## src/rtl/ysyx_24100005_mem_arbiter.sv

```systemverilog
// ysyx_24100005_mem_arbiter: IFU/LSU arbiter that keeps one memory transaction outstanding, with a response timeout.
// Define YSYX_24100005_ARB_RR_EN for round-robin arbitration; otherwise LSU has fixed priority.
module ysyx_24100005_mem_arbiter #(
  parameter int ADDR_W  = 32,
  parameter int DATA_W  = 32,
  parameter int TIMEOUT = 255
) (
  input  logic              clk,
  input  logic              rst,
  input  logic              ifu_req_valid,
  output logic              ifu_req_ready,
  input  logic [ADDR_W-1:0] ifu_addr,
  output logic              ifu_rvalid,
  output logic [DATA_W-1:0] ifu_rdata,
  input  logic              lsu_req_valid,
  output logic              lsu_req_ready,
  input  logic [ADDR_W-1:0] lsu_addr,
  input  logic              lsu_wen,
  input  logic [DATA_W-1:0] lsu_wdata,
  input  logic [7:0]        lsu_wmask,
  output logic              lsu_rvalid,
  output logic [DATA_W-1:0] lsu_rdata,
  output logic              resp_err,
  output logic              mem_req_valid,
  input  logic              mem_req_ready,
  output logic [ADDR_W-1:0] mem_addr,
  output logic              mem_wen,
  output logic [DATA_W-1:0] mem_wdata,
  output logic [7:0]        mem_wmask,
  input  logic              mem_rvalid,
  input  logic [DATA_W-1:0] mem_rdata
);
  localparam int CW = $clog2(TIMEOUT) + 1;
  typedef enum logic [1:0] {IDLE, REQ, WAIT_RESP, RESP} state_e;
  state_e            state_q, state_d;
  logic [CW-1:0]     cnt_q, cnt_d;
  logic              owner_q, owner_d;
  logic [ADDR_W-1:0] addr_q, addr_d;
  logic              wen_q, wen_d;
  logic [DATA_W-1:0] wdata_q, wdata_d;
  logic [7:0]        wmask_q, wmask_d;
  logic [DATA_W-1:0] rdata_q, rdata_d;
  logic              err_q, err_d;
  logic              grant_lsu, hs;
`ifdef YSYX_24100005_ARB_RR_EN
  logic last_lsu_q;
  assign grant_lsu = lsu_req_valid & (~ifu_req_valid | ~last_lsu_q);
  always_ff @(posedge clk or negedge rst)
    if (!rst) last_lsu_q <= 1'b0;
    else if (hs) last_lsu_q <= lsu_req_ready;
`else
  assign grant_lsu = lsu_req_valid;
`endif
  assign lsu_req_ready = (state_q == IDLE) & grant_lsu;
  assign ifu_req_ready = (state_q == IDLE) & ifu_req_valid & ~grant_lsu;
  assign hs            = ifu_req_ready | lsu_req_ready;
  assign mem_req_valid = state_q == REQ;
  assign mem_addr      = addr_q;
  assign mem_wen       = wen_q;
  assign mem_wdata     = wdata_q;
  assign mem_wmask     = wmask_q;
  assign ifu_rvalid    = (state_q == RESP) & ~owner_q;
  assign lsu_rvalid    = (state_q == RESP) & owner_q;
  assign resp_err      = (state_q == RESP) & err_q;
  assign ifu_rdata     = ifu_rvalid ? rdata_q : '0;
  assign lsu_rdata     = lsu_rvalid ? rdata_q : '0;
  // The timeout compares against TIMEOUT so the error pulse lands TIMEOUT+1 cycles after WAIT_RESP entry.
  always_comb begin
    state_d = state_q;
    cnt_d   = cnt_q;
    owner_d = owner_q;
    addr_d  = addr_q;
    wen_d   = wen_q;
    wdata_d = wdata_q;
    wmask_d = wmask_q;
    rdata_d = rdata_q;
    err_d   = err_q;
    case (state_q)
      IDLE: if (hs) begin
        state_d = REQ;
        owner_d = lsu_req_ready;
        addr_d  = lsu_req_ready ? lsu_addr : ifu_addr;
        wen_d   = lsu_req_ready & lsu_wen;
        wdata_d = lsu_req_ready ? lsu_wdata : '0;
        wmask_d = (lsu_req_ready & lsu_wen) ? lsu_wmask : '0;
      end
      REQ: if (mem_req_ready) begin
        state_d = WAIT_RESP;
        cnt_d   = '0;
      end
      WAIT_RESP: begin
        cnt_d = cnt_q + CW'(1);
        if (mem_rvalid || cnt_q == CW'(TIMEOUT)) begin
          state_d = RESP;
          err_d   = ~mem_rvalid;
          rdata_d = (mem_rvalid & ~wen_q) ? mem_rdata : '0;
        end
      end
      default: state_d = IDLE;
    endcase
  end
  always_ff @(posedge clk or negedge rst)
    if (!rst) begin
      state_q <= IDLE;
      cnt_q   <= '0;
      owner_q <= 1'b0;
      addr_q  <= '0;
      wen_q   <= 1'b0;
      wdata_q <= '0;
      wmask_q <= '0;
      rdata_q <= '0;
      err_q   <= 1'b0;
    end else begin
      state_q <= state_d;
      cnt_q   <= cnt_d;
      owner_q <= owner_d;
      addr_q  <= addr_d;
      wen_q   <= wen_d;
      wdata_q <= wdata_d;
      wmask_q <= wmask_d;
      rdata_q <= rdata_d;
      err_q   <= err_d;
    end
endmodule

```

## config.mk

```make
export PLATFORM = sky130hd
export DESIGN_NAME = ysyx_24100005_mem_arbiter
export DESIGN_NICKNAME = d
export VERILOG_FILES = /design/src/rtl/ysyx_24100005_mem_arbiter.sv
export SDC_FILE = /design/constraint.sdc
export NUM_CORES = 1
export LEC_CHECK = 0
export ABC_AREA = 1
export BUFFER_PORTS_ARGS = -buffer_cell sky130_fd_sc_hd__buf_2
export CAP_MARGIN = 20
export CORE_ASPECT_RATIO = 0.6
export CORE_MARGIN = 2
export CORE_UTILIZATION = 45
export DETAILED_ROUTE_END_ITERATION = 16
export PLACE_DENSITY = 0.81
export SYNTH_ARGS = -nofsm -noshare
export SYNTH_HDL_FRONTEND = slang
export SYNTH_SLANG_ARGS = --single-unit
```

## constraint.sdc

```tcl
create_clock -name clk -period 2.65 [get_ports clk]
set_clock_uncertainty 0.15 [all_clocks]
set_input_delay 0.3975 -clock clk [delete_from_list [all_inputs] [get_ports clk]]
set_output_delay 0.3975 -clock clk [all_outputs]
set_load 0.01 [all_outputs]
```

==> flow_summary.ini <==
[global_routing]
grt_usage_pct = 24.07
first_pass_grt_wire_length_um = 24720
antenna_found_initial = 0
number_of_global_route_vias_before_repair = 5079
globalRouteOverflowTotal = 0
grt_start_max_net_pins = 67

[drt]
per_cell_routed_wire_length_um = 13.88
detailroute.via_count = 5447
drt_first_iter_violations = 350
dr.pass1.iters = 5
vias_per_cell = 4.876
drt-total-wl_um = 15500
drt.antenna.violating_nets = 0
post-route-drc-count = 0

[clock_tree]
cts.sinks = 118
cts_inserted_buffers = 17
register_clock_pin_slew_on_the_reported_worst_setup_and_hold_paths_ns = 0.06
post-cts-setup-buffers = 0
clock_insertion_delay_worst_skew_ns = 0.39
clock_tree.buffer_depth = 2
clock_tree_from_tritoncts = done
cts_resized = 0
cts.root.buffer_cell = sky130_fd_sc_hd__clkbuf_16
hold_buffers = 1
h_tree_level_count = 4

[power]
vdd.ir_drop.worst_mv = 0.5428
p_comb_share_pct = 37.3
power.share.switching_pct = 37.79
power.leakage_nw = 4.164
clkPwrFrac_pct = 28.3
p_per_area_nw_per_um2 = 1077
sequentialPowerShare_pct = 34.4
internal_power_mw = 5.086
total_switching_power_mw = 3.090

[synth]
synthesis.area_um2 = 5405
yosys_register_bits = 118
syn_avg_cell_area_um2 = 8.092
number_of_distinct_library_cell_variants_in_the_gate_level_netlist_after_synthesis = 21
ys.warnings.count = 0
synth.net_count = 817
seq_area_frac_synth_pct = 54.63
synthesis.instances = 668

[timing]
tns_ns = 0
timing.final.max_slew_violations = 0
final_count_of_negative_setup_slack_endpoints = 0
finalCritPeriodShare_pct = 88.36
final_hold_viol_count = 0
setup_repair_after_global_routing_missed_its_margin = false
period_needed_ns = 2.342
fmax_ghz = 0.4271
postLayoutSetupSlackWorst_ns = 0.3084
worst-slew-pin-transition_ns = 0.5630
slew_headroom_pct = 62.47

[critical_path]
worst_ep_required_time_ns = 2.10
cp_data_arrival_time_ns = 1.79
worstSetupEndpoint = lsu_req_ready
cp_cell_sequence = inv_1 > ha_1 > nand2_2 > inv_2 > buf_2
reg2reg_setup_slack_ns = 0.59
crit-reg2reg-launch = cnt_q[3]
type_of_the_worst_setup_path = register to output pin
worst_r2r_path_depth = 10
path_max_fanout = 21
worstSetupStartpointType = register
critical-path-max-stage-delay_ns = 0.41
worstReg2RegEnd = rdata_q[21]
worstSetupEndpointType = output pin
crit_slowest_cell = sky130_fd_sc_hd__dfrtp_1
worstSetupStartpoint = state_q[0]

[floorplan]
design.die.area_um2 = 12930
cell_rows = 30
pin_count = 286
start_util_pct = 47.06
design.core.area_um2 = 11490
die_h_um = 88.90
die_w_um = 145.5

[final_layout]
most_common_library_cell_in_the_layout_ignoring_fill_and_taps = sky130_fd_sc_hd__buf_2
antennaDiodeCount = 0
syn_to_final_growth_pct = 40.42
layout.cells.most_common_list = 284 x sky130_fd_sc_hd__buf_2, 162 x sky130_fd_sc_hd__nand2_1, 118 x sky130_fd_sc_hd__dfrtp_1
drive_above_1_share_pct = 35.42
design.final.nets = 1093

[worst_hold_path]
hold_path_class = input pin to register

[place]
buffer_ports.inserted = 285
place_congestion = 0.7861
pre_cts_ws_ns = 0.6228
dp.final_hpwl_um = 11300

[flow_run]
max-cap-violations = 0

[outcome]
status = finished, final reports clean
==> layer usage <==
| metal | GRT usage (%) | vias to the layer above | routed length, um |
|---|---|---|---|
| met2 | 41.15 | 202 | 7554 |
| met5 | 0 | - | 0 |
| li1 | - | 2704 | - |
| met4 | 6.774 | 0 | 99 |
| met3 | 5.816 | 7 | 1099 |
| met1 | 31.46 | 2534 | 6748 |
==> power groups by stage <==
stage	registers, mW	clock network [mW]	logic, mW
final	2.81	2.32	3.05
after CTS	2.81	2.36	3.08
after global routing	2.90	2.46	3.42
after global placement	2.81	0	3.01
after floorplan	3.03	0	1.68
after detailed placement	2.83	0	3.07
==> area by class of cell <==
class                           count  area, um^2
Tap cell                          160       200.2
Clock inverter                     14       175.2
Fill cell                        1004        3896
Multi-Input combinational cell    453        2041
Inverter                           52       195.2
Clock buffer                       18       429.2
Timing Repair Buffer              302        1597
Sequential cell                   118        2953
==> synthesized netlist by cell type <==
| cell type | count | area share (%) |
|---|---|---|
| sky130_fd_sc_hd__and2_1 | 1 | 0.12 |
| sky130_fd_sc_hd__buf_4 | 2 | 0.28 |
| sky130_fd_sc_hd__a21oi_1 | 5 | 0.46 |
| sky130_fd_sc_hd__inv_1 | 52 | 3.6 |
| sky130_fd_sc_hd__a21oi_2 | 1 | 0.16 |
| sky130_fd_sc_hd__buf_2 | 22 | 2.0 |
| sky130_fd_sc_hd__dfrtp_1 | 118 | 55 |
| sky130_fd_sc_hd__nor2_1 | 108 | 7.5 |
| sky130_fd_sc_hd__nand3_1 | 90 | 8.3 |
| sky130_fd_sc_hd__clkbuf_1 | 18 | 1.2 |
| sky130_fd_sc_hd__nand2_1 | 162 | 11 |
| sky130_fd_sc_hd__o22ai_1 | 1 | 0.12 |
| sky130_fd_sc_hd__nand4_1 | 4 | 0.46 |
| sky130_fd_sc_hd__a31oi_1 | 32 | 3.7 |
| sky130_fd_sc_hd__nor3_1 | 1 | 0.093 |
| sky130_fd_sc_hd__o21ai_0 | 37 | 3.4 |
| sky130_fd_sc_hd__buf_6 | 3 | 0.62 |
| sky130_fd_sc_hd__o21ai_1 | 1 | 0.093 |
| sky130_fd_sc_hd__nand2_2 | 3 | 0.35 |
| sky130_fd_sc_hd__or2_2 | 1 | 0.12 |
| sky130_fd_sc_hd__ha_1 | 6 | 1.4 |
==> worst min-delay path by stage <==
stage / startpoint / to / slack [ns] / cells past startpoint
floorplan: rst / cnt_q[0] / -0.05 / 0
global placement: rst / mem_wdata[27] / 0.28 / 1
detailed placement: rst / mem_wdata[27] / 0.28 / 1
CTS: mem_rvalid / err_q / 0.02 / 2
global route: mem_rvalid / err_q / 0.04 / 2
finish: mem_rvalid / err_q / 0.04 / 2
==> registers in the layout, summed over array words and instances, names as in the netlist <==
register,cells
cnt_q,9
err_q,1
mem_addr,32
mem_wdata,32
mem_wen,1
mem_wmask,8
owner_q,1
rdata_q,32
state_q,2
==> cell families (layout without fill, tap and decap cells) <==
logic type                 after synthesis  count (layout)  share of synthesized area, %
buffers and inverters                   97             386                         7.801
adders and majority gates                6               6                         1.389
AOI/OAI and AO/OA                       77              77                         7.963
DFF                                    118             118                         54.63
and+or+nand+nor                        370             370                         28.22
==> worst max-delay path, delay by kind of cell (launching register included) <==
| kind | cells | cell delay (ns) |
|---|---|---|
| fa+ha+maj | 1 | 0.25 |
| buf+inv | 3 | 0.63 |
| flops | 1 | 0.41 |
| simple gates | 1 | 0.11 |
==> through the flow <==
step / std cells / area, um^2 / power [mW] / utilization, % / hold WS, ns
2_1_floorplan: 668 / 5405 / 4.707 / - / -0.04809
3_3_place_gp: 1084 / 6975 / 5.817 / 60.73 / 0.2751
3_5_place_dp: 1084 / 6975 / 5.899 / 60.73 / 0.2758
4_1_cts: 1117 / 7590 / 8.253 / 66.08 / 0.01834
5_1_grt: 1117 / 7590 / 8.779 / 66.08 / 0.03523
6_report: 1117 / 7590 / 8.177 / 66.08 / 0.03555
No activity file was read; power rests on OpenSTA's default activity.
